--- src/rtl/pipe_pkg.sv ---
// Shared pipeline-stage types: lane count, per-stage lane payloads, bundle shape.
// Latency: none, types and constants only.
// Backpressure: none, types and constants only.
package pipe_pkg;

   // Lanes per bundle follow the machine width.
   localparam int MACHINE_WIDTH = 4;
   localparam int LANES_DEFAULT = MACHINE_WIDTH;

   // Per-lane stage payloads; buffers size DATA_W from these with $bits.
   typedef struct packed {
      logic [31:0] pc;
      logic [31:0] instr;
   } fetch_data_t;

   typedef struct packed {
      logic [31:0] pc;
      logic [4:0]  rd;
      logic [4:0]  rs1;
      logic [4:0]  rs2;
      logic [16:0] ctrl;
   } decode_data_t;

   localparam int DATA_W_DEFAULT = $bits(fetch_data_t);

   // One bundle at the default shape: per-lane valids plus packed lane payloads.
   typedef struct packed {
      logic [LANES_DEFAULT-1:0]                lane_valid;
      logic [LANES_DEFAULT*DATA_W_DEFAULT-1:0] data;
   } bundle_t;

endpackage

--- src/rtl/pipe_stage_buf_if.sv ---
// Handshake bundle between two pipeline stages plus flush and occupancy.
// Latency: none, wires only.
// Backpressure: in_ready/out_ready valid-ready pairs carried here.
interface pipe_stage_buf_if
   import pipe_pkg::*;
#(
   parameter int LANES  = LANES_DEFAULT,
   parameter int DATA_W = DATA_W_DEFAULT,
   parameter int DEPTH  = 2
);
   logic                      flush;
   logic                      in_valid;
   logic [LANES-1:0]          in_lane_valid;
   logic [LANES*DATA_W-1:0]   in_data;
   logic                      in_ready;
   logic                      out_valid;
   logic [LANES-1:0]          out_lane_valid;
   logic [LANES*DATA_W-1:0]   out_data;
   logic                      out_ready;
   logic [$clog2(DEPTH):0]    count;

   // Stage-control side: drives upstream bundles, flush and downstream ready.
   modport master (
      output flush, in_valid, in_lane_valid, in_data, out_ready,
      input  in_ready, out_valid, out_lane_valid, out_data, count
   );

   // Buffer side.
   modport slave (
      input  flush, in_valid, in_lane_valid, in_data, out_ready,
      output in_ready, out_valid, out_lane_valid, out_data, count
   );
endinterface

--- src/rtl/pipe_ring_ptr.sv ---
// Circular-buffer index that advances on request and wraps modulo DEPTH.
// Latency: new value visible one cycle after adv/clr.
// Backpressure: none; caller gates adv.
module pipe_ring_ptr
   import pipe_pkg::*;
#(
   parameter int DEPTH = 2,
   localparam int PW   = $clog2(DEPTH)
) (
   input  logic          clk,
   input  logic          reset,
   input  logic          clr,
   input  logic          adv,
   output logic [PW-1:0] ptr
);

   // DEPTH is a power of two, so natural overflow of the PW-bit add is the wrap.
   always_ff @(posedge clk) begin
      if (reset || clr) begin
         ptr <= '0;
      end else if (adv) begin
         ptr <= ptr + PW'(1);
      end
   end

endmodule

--- src/rtl/pipe_stage_buf.sv ---
// DEPTH-entry bundle buffer between two stages; squashes bundles with no valid lane.
// Latency: one cycle from enqueue to out_*, no same-cycle bypass.
// Backpressure: in_ready from registered occupancy only; full buffer refuses input.
module pipe_stage_buf
   import pipe_pkg::*;
#(
   parameter int LANES  = LANES_DEFAULT,
   parameter int DATA_W = DATA_W_DEFAULT,
   parameter int DEPTH  = 2
) (
   input  logic            clk,
   input  logic            reset,
   pipe_stage_buf_if.slave stage
);

   localparam int PW = $clog2(DEPTH);
   localparam int CW = $clog2(DEPTH) + 1;

   typedef struct packed {
      logic [LANES-1:0]        lane_valid;
      logic [LANES*DATA_W-1:0] data;
   } entry_t;

   entry_t          mem [DEPTH];
   logic [PW-1:0]   rd_ptr;
   logic [PW-1:0]   wr_ptr;
   logic [CW-1:0]   cnt;
   logic            not_full;
   logic            not_empty;
   logic            enq;
   logic            deq;

   // Handshake decode; flush suppresses both sides and empty bundles are never stored.
   always_comb begin
      not_full  = (cnt != CW'(DEPTH));
      not_empty = (cnt != '0);
      enq = stage.in_valid & not_full & ~stage.flush & (|stage.in_lane_valid);
      deq = not_empty & stage.out_ready & ~stage.flush;
   end

   pipe_ring_ptr #(.DEPTH(DEPTH)) u_rd_ptr (
      .clk   (clk),
      .reset (reset),
      .clr   (stage.flush),
      .adv   (deq),
      .ptr   (rd_ptr)
   );

   pipe_ring_ptr #(.DEPTH(DEPTH)) u_wr_ptr (
      .clk   (clk),
      .reset (reset),
      .clr   (stage.flush),
      .adv   (enq),
      .ptr   (wr_ptr)
   );

   // Occupancy tracks enq/deq; flush and reset empty the buffer outright.
   always_ff @(posedge clk) begin
      if (reset || stage.flush) begin
         cnt <= '0;
      end else begin
         case ({enq, deq})
            2'b10:   cnt <= cnt + CW'(1);
            2'b01:   cnt <= cnt - CW'(1);
            default: cnt <= cnt;
         endcase
      end
   end

   // Payload storage is deliberately left uncleared; outputs are masked when empty.
   always_ff @(posedge clk) begin
      if (enq) begin
         mem[wr_ptr] <= '{lane_valid: stage.in_lane_valid, data: stage.in_data};
      end
   end

   // Head presentation, zeroed when nothing is stored.
   always_comb begin
      stage.in_ready       = not_full;
      stage.out_valid      = not_empty;
      stage.count          = cnt;
      stage.out_lane_valid = '0;
      stage.out_data       = '0;
      if (not_empty) begin
         stage.out_lane_valid = mem[rd_ptr].lane_valid;
         stage.out_data       = mem[rd_ptr].data;
      end
   end

endmodule

--- src/flat_wrapper.sv ---
// flat-port wrapper written by rule: the top's interface ports become plain ports
module pipe_stage_buf_flat import pipe_pkg::*;
#(
   parameter int LANES  = LANES_DEFAULT,
   parameter int DATA_W = DATA_W_DEFAULT,
   parameter int DEPTH  = 2
)
  (clk, reset, stage_flush, stage_in_valid, stage_in_lane_valid, stage_in_data, stage_out_ready, stage_in_ready, stage_out_valid, stage_out_lane_valid, stage_out_data, stage_count);
  pipe_stage_buf_if #(.LANES(LANES), .DATA_W(DATA_W), .DEPTH(DEPTH)) stage_i ();
  input  logic clk;
  input  logic reset;
  input wire logic [$bits(stage_i.flush)-1:0] stage_flush;
  input wire logic [$bits(stage_i.in_valid)-1:0] stage_in_valid;
  input wire logic [$bits(stage_i.in_lane_valid)-1:0] stage_in_lane_valid;
  input wire logic [$bits(stage_i.in_data)-1:0] stage_in_data;
  input wire logic [$bits(stage_i.out_ready)-1:0] stage_out_ready;
  output wire logic [$bits(stage_i.in_ready)-1:0] stage_in_ready;
  output wire logic [$bits(stage_i.out_valid)-1:0] stage_out_valid;
  output wire logic [$bits(stage_i.out_lane_valid)-1:0] stage_out_lane_valid;
  output wire logic [$bits(stage_i.out_data)-1:0] stage_out_data;
  output wire logic [$bits(stage_i.count)-1:0] stage_count;
  assign stage_i.flush = stage_flush;
  assign stage_i.in_valid = stage_in_valid;
  assign stage_i.in_lane_valid = stage_in_lane_valid;
  assign stage_i.in_data = stage_in_data;
  assign stage_i.out_ready = stage_out_ready;
  assign stage_in_ready = stage_i.in_ready;
  assign stage_out_valid = stage_i.out_valid;
  assign stage_out_lane_valid = stage_i.out_lane_valid;
  assign stage_out_data = stage_i.out_data;
  assign stage_count = stage_i.count;
  pipe_stage_buf #(.LANES(LANES), .DATA_W(DATA_W), .DEPTH(DEPTH)) u_core (.clk(clk), .reset(reset), .stage(stage_i));
endmodule
--- config.mk ---
export PLATFORM = sky130hd
export DESIGN_NAME = pipe_stage_buf_flat
export DESIGN_NICKNAME = d
export VERILOG_FILES = /design/src/rtl/pipe_pkg.sv /design/src/rtl/pipe_stage_buf_if.sv /design/src/rtl/pipe_ring_ptr.sv /design/src/rtl/pipe_stage_buf.sv /design/src/flat_wrapper.sv
export SDC_FILE = /design/constraint.sdc
export NUM_CORES = 1
export LEC_CHECK = 0
export BUFFER_PORTS_ARGS = -buffer_cell sky130_fd_sc_hd__buf_2
export CAP_MARGIN = 20
export CORE_ASPECT_RATIO = 0.9
export CORE_MARGIN = 1.5
export CORE_UTILIZATION = 29
export DETAILED_ROUTE_END_ITERATION = 6
export PLACE_DENSITY_LB_ADDON = 0.2
export SLEW_MARGIN = 5
export SYNTH_ARGS = -nofsm -noshare
export SYNTH_HDL_FRONTEND = slang
export SYNTH_HIERARCHICAL = 1
export SYNTH_SLANG_ARGS = --single-unit
--- constraint.sdc ---
create_clock -name clk -period 26.7 [get_ports clk]
set_clock_uncertainty 0.2 [all_clocks]
set_input_delay 2.67 -clock clk [delete_from_list [all_inputs] [get_ports clk]]
set_output_delay 2.67 -clock clk [all_outputs]
set_load 0.02 [all_outputs]
==> flow_summary_export.csv <==
group,metric,value,unit
run_status,status,"complete, no violations",
sta,finalSetupViolations,0,
layout,finalNonFillerCells,2589,
placement,port_buffers,528,
floorplanning,rows,90,
cts,cts_inserted_buffers,56,
floorplanning,start_util,0.2950,
cts,insertion_delay,0.59,ns
setup_path,critPathKind,"reg2out",
setup_path,crit_path_end_kind,"output pin",
placement,pre_cts_ws,20.45,ns
global_route,grt_max_degree,129,
logic_synthesis,syn_nets,1388,
cts,cts_setup_buffers,0,
sta,finalHoldViolCount,0,
placement,postPlaceCellArea,23340,µm²
cts,clk_pin_slew,0.06,ns
power_and_ir_drop,finalPower,1.774,mW
drt,vias,11330,
logic_synthesis,yosysWarnings,6,
sta,period_needed,6.744,ns
logic_synthesis,yosys_register_bits,524,
floorplanning,die_y,251.3,µm
logic_synthesis,netlist_instances,1122,
layout,syn2layout_area_growth,26.44,%
drt,first_pass_iters,4,
drt,drt-initial-drc-count,668,
global_route,grt.overflow.total,0,
power_and_ir_drop,irDropWorstVdd,0.05317,mV
logic_synthesis,async_flop_share,0,
layout,mostFrequentLayoutCells,"buf_2 (528), edfxtp_1 (520), mux2i_1 (260), nor2_1 (260), clkbuf_16 (58)",
cts,cts_hold_buffers,0,
setup_path,worstPathArrival,3.87,ns
global_route,use_met3,0.04851,
power_and_ir_drop,power_density,70.62,nW/µm²
drt,wl_per_cell,19.10,µm
logic_synthesis,yosysUniqueCellTypes,23,
logic_synthesis,synth_edf_count,520,
floorplanning,dieArea,70080,µm²
placement,place_inst,2481,
drt,drtAntennaViolNets,0,
sta,rsz0062_at_grt,"false",
setup_path,max_stage_delay,0.86,ns
layout,fin_area,25120,µm²
drt,routed_wl,49440,µm
worst_hold_path,holdCritPathClass,"reg2reg",
logic_synthesis,synth_ff_type,"edfxtp_1",
logic_synthesis,seq_area_frac_synth,0.7901,
power_and_ir_drop,leakagePower,9.134,nW
layout,final_common_cell,"buf_2",
cts,htree_levels,2,
cts,cts_resized,0,
run,maxCapViolCount,0,
logic_synthesis,syn_area_per_cell,17.70,µm²
cts,cts.path.max_buffers,3,
global_route,grt_pass1_wl,72470,µm
sta,slew_viol_final,0,
logic_synthesis,syn_area,19860,µm²
cts,cts_tree,"built",
global_route,track_usage,0.1358,
sta,min_period_over_period,0.2526,
global_route,antenna_found_initial,17,
sta,fmax,148.3,MHz
layout,drive_gt1_frac,0.3679,
drt,drc,0,
sta,worst_slack,19.96,ns
placement,hpwlAfterDp,32460,µm
placement,place_congestion,0.7653,
global_route,use_met2,0.2257,
global_route,top_usage_layer,"met2",
global_route,grt_pass1_vias,11670,
floorplanning,io_pins,529,
cts,clock_sinks,524,
floorplanning,fp.dieW,278.9,µm
drt,via_per_inst,4.376,
sta,setup_tns,0,ns
sta,slew_headroom,0.2776,
layout,nets,1931,
setup_path,crit_slowest_cell,"buf_4",
global_route,met1_usage,0.1658,
sta,tightest_slew,1.084,ns
floorplanning,core,67340,µm²
setup_path,start_kind,"flip-flop",
cts,root_buffer,"clkbuf_16",
setup_path,critPathMaxFanout,114,
setup_path,cp.required,23.83,ns
setup_path,crit_chain,"buf_12 > buf_4 > mux2i_1 > nor2_1 > buf_2",
[routing by layer]
| layer | share of wire | vias up | wire, µm |
|---|---|---|---|
| li1 | - | 5286 | - |
| met1 | 0.41 | 5589 | 20190 |
| met2 | 0.49 | 332 | 24060 |
| met3 | 0.079 | 98 | 3919 |
| met4 | 0.023 | 24 | 1113 |
| met5 | 0.0032 | - | 159 |
[Yosys cell counts (all sizes together), types with 2 or more instances]
master,number,area [µm²]
dfxtp,4,80.08
xnor2,3,26.28
inv,2,7.510
mux2i,260,2603
buf,50,386.6
clkbuf,8,30.03
edfxtp,520,15610
nor3,3,25.02
nor2,262,991.0
[flip-flops by register name (all words and copies together) (netlist names)]
register and count:
u_core/mem 520, u_core/stage.count 2, u_core/u_rd_ptr/ptr 1, u_core/u_wr_ptr/ptr 1
[critical path: cells and delay by family (launching register included)]
kind	cells	cell delay, ns
buffers and inverters	3	1.77
flip-flops	1	0.85
multiplexers	1	0.36
AND/OR/NAND/NOR	1	0.06
[kinds of logic after synthesis]
group           after synthesis  synth area share
xor+xnor                      4          0.001764
simple gates                271           0.05448
flops                       524            0.7901
compound gates                2         0.0006298
buf+inv                      60           0.02135
fa+ha+maj                     1         0.0006298
mux                         260            0.1310
[final cells by class]
class                      instances  area (µm²)
fill                            6483       42220
sequential                       524       15700
multi-input combinational        538        3752
timing repair buffer             543        2793
clock buffer                      69        1493
tap                              874        1094
clock inverter                    31       257.7
antenna                            8       20.02
inverter                           2       7.507
[power by group]
group / switching, mW / internal [mW]
logic: 0.0614 / 0.0330
registers: 0.00517 / 0.931
clock network: 0.311 / 0.433
total: 0.377 / 1.40
[per-stage QoR]
stage | hold WS [ns] | util
4_1_cts | 0.3708 | 0.3727
6_report | 0.3705 | 0.3730
5_1_grt | 0.3973 | 0.3727
3_5_place_dp | 0.3580 | 0.3467
3_3_place_gp | 0.3569 | 0.3464
2_1_floorplan | 0.3146 | -
[worst paths after layout]
| kind | startpoint | to | slack, ns | depth (start not counted) |
|---|---|---|---|---|
| hold reg to reg | u_core/stage.count[1] | u_core/stage.count[1] | 0.37 | 2 |
| setup / recovery | u_core/u_rd_ptr/ptr | stage_out_data[140] | 19.96 | 5 |
| setup reg to reg | u_core/stage.count[0] | u_core/mem[1][102] | 22.73 | 6 |
| hold / removal | u_core/stage.count[1] | u_core/stage.count[1] | 0.37 | 2 |
(Power assumes the default switching activity.)
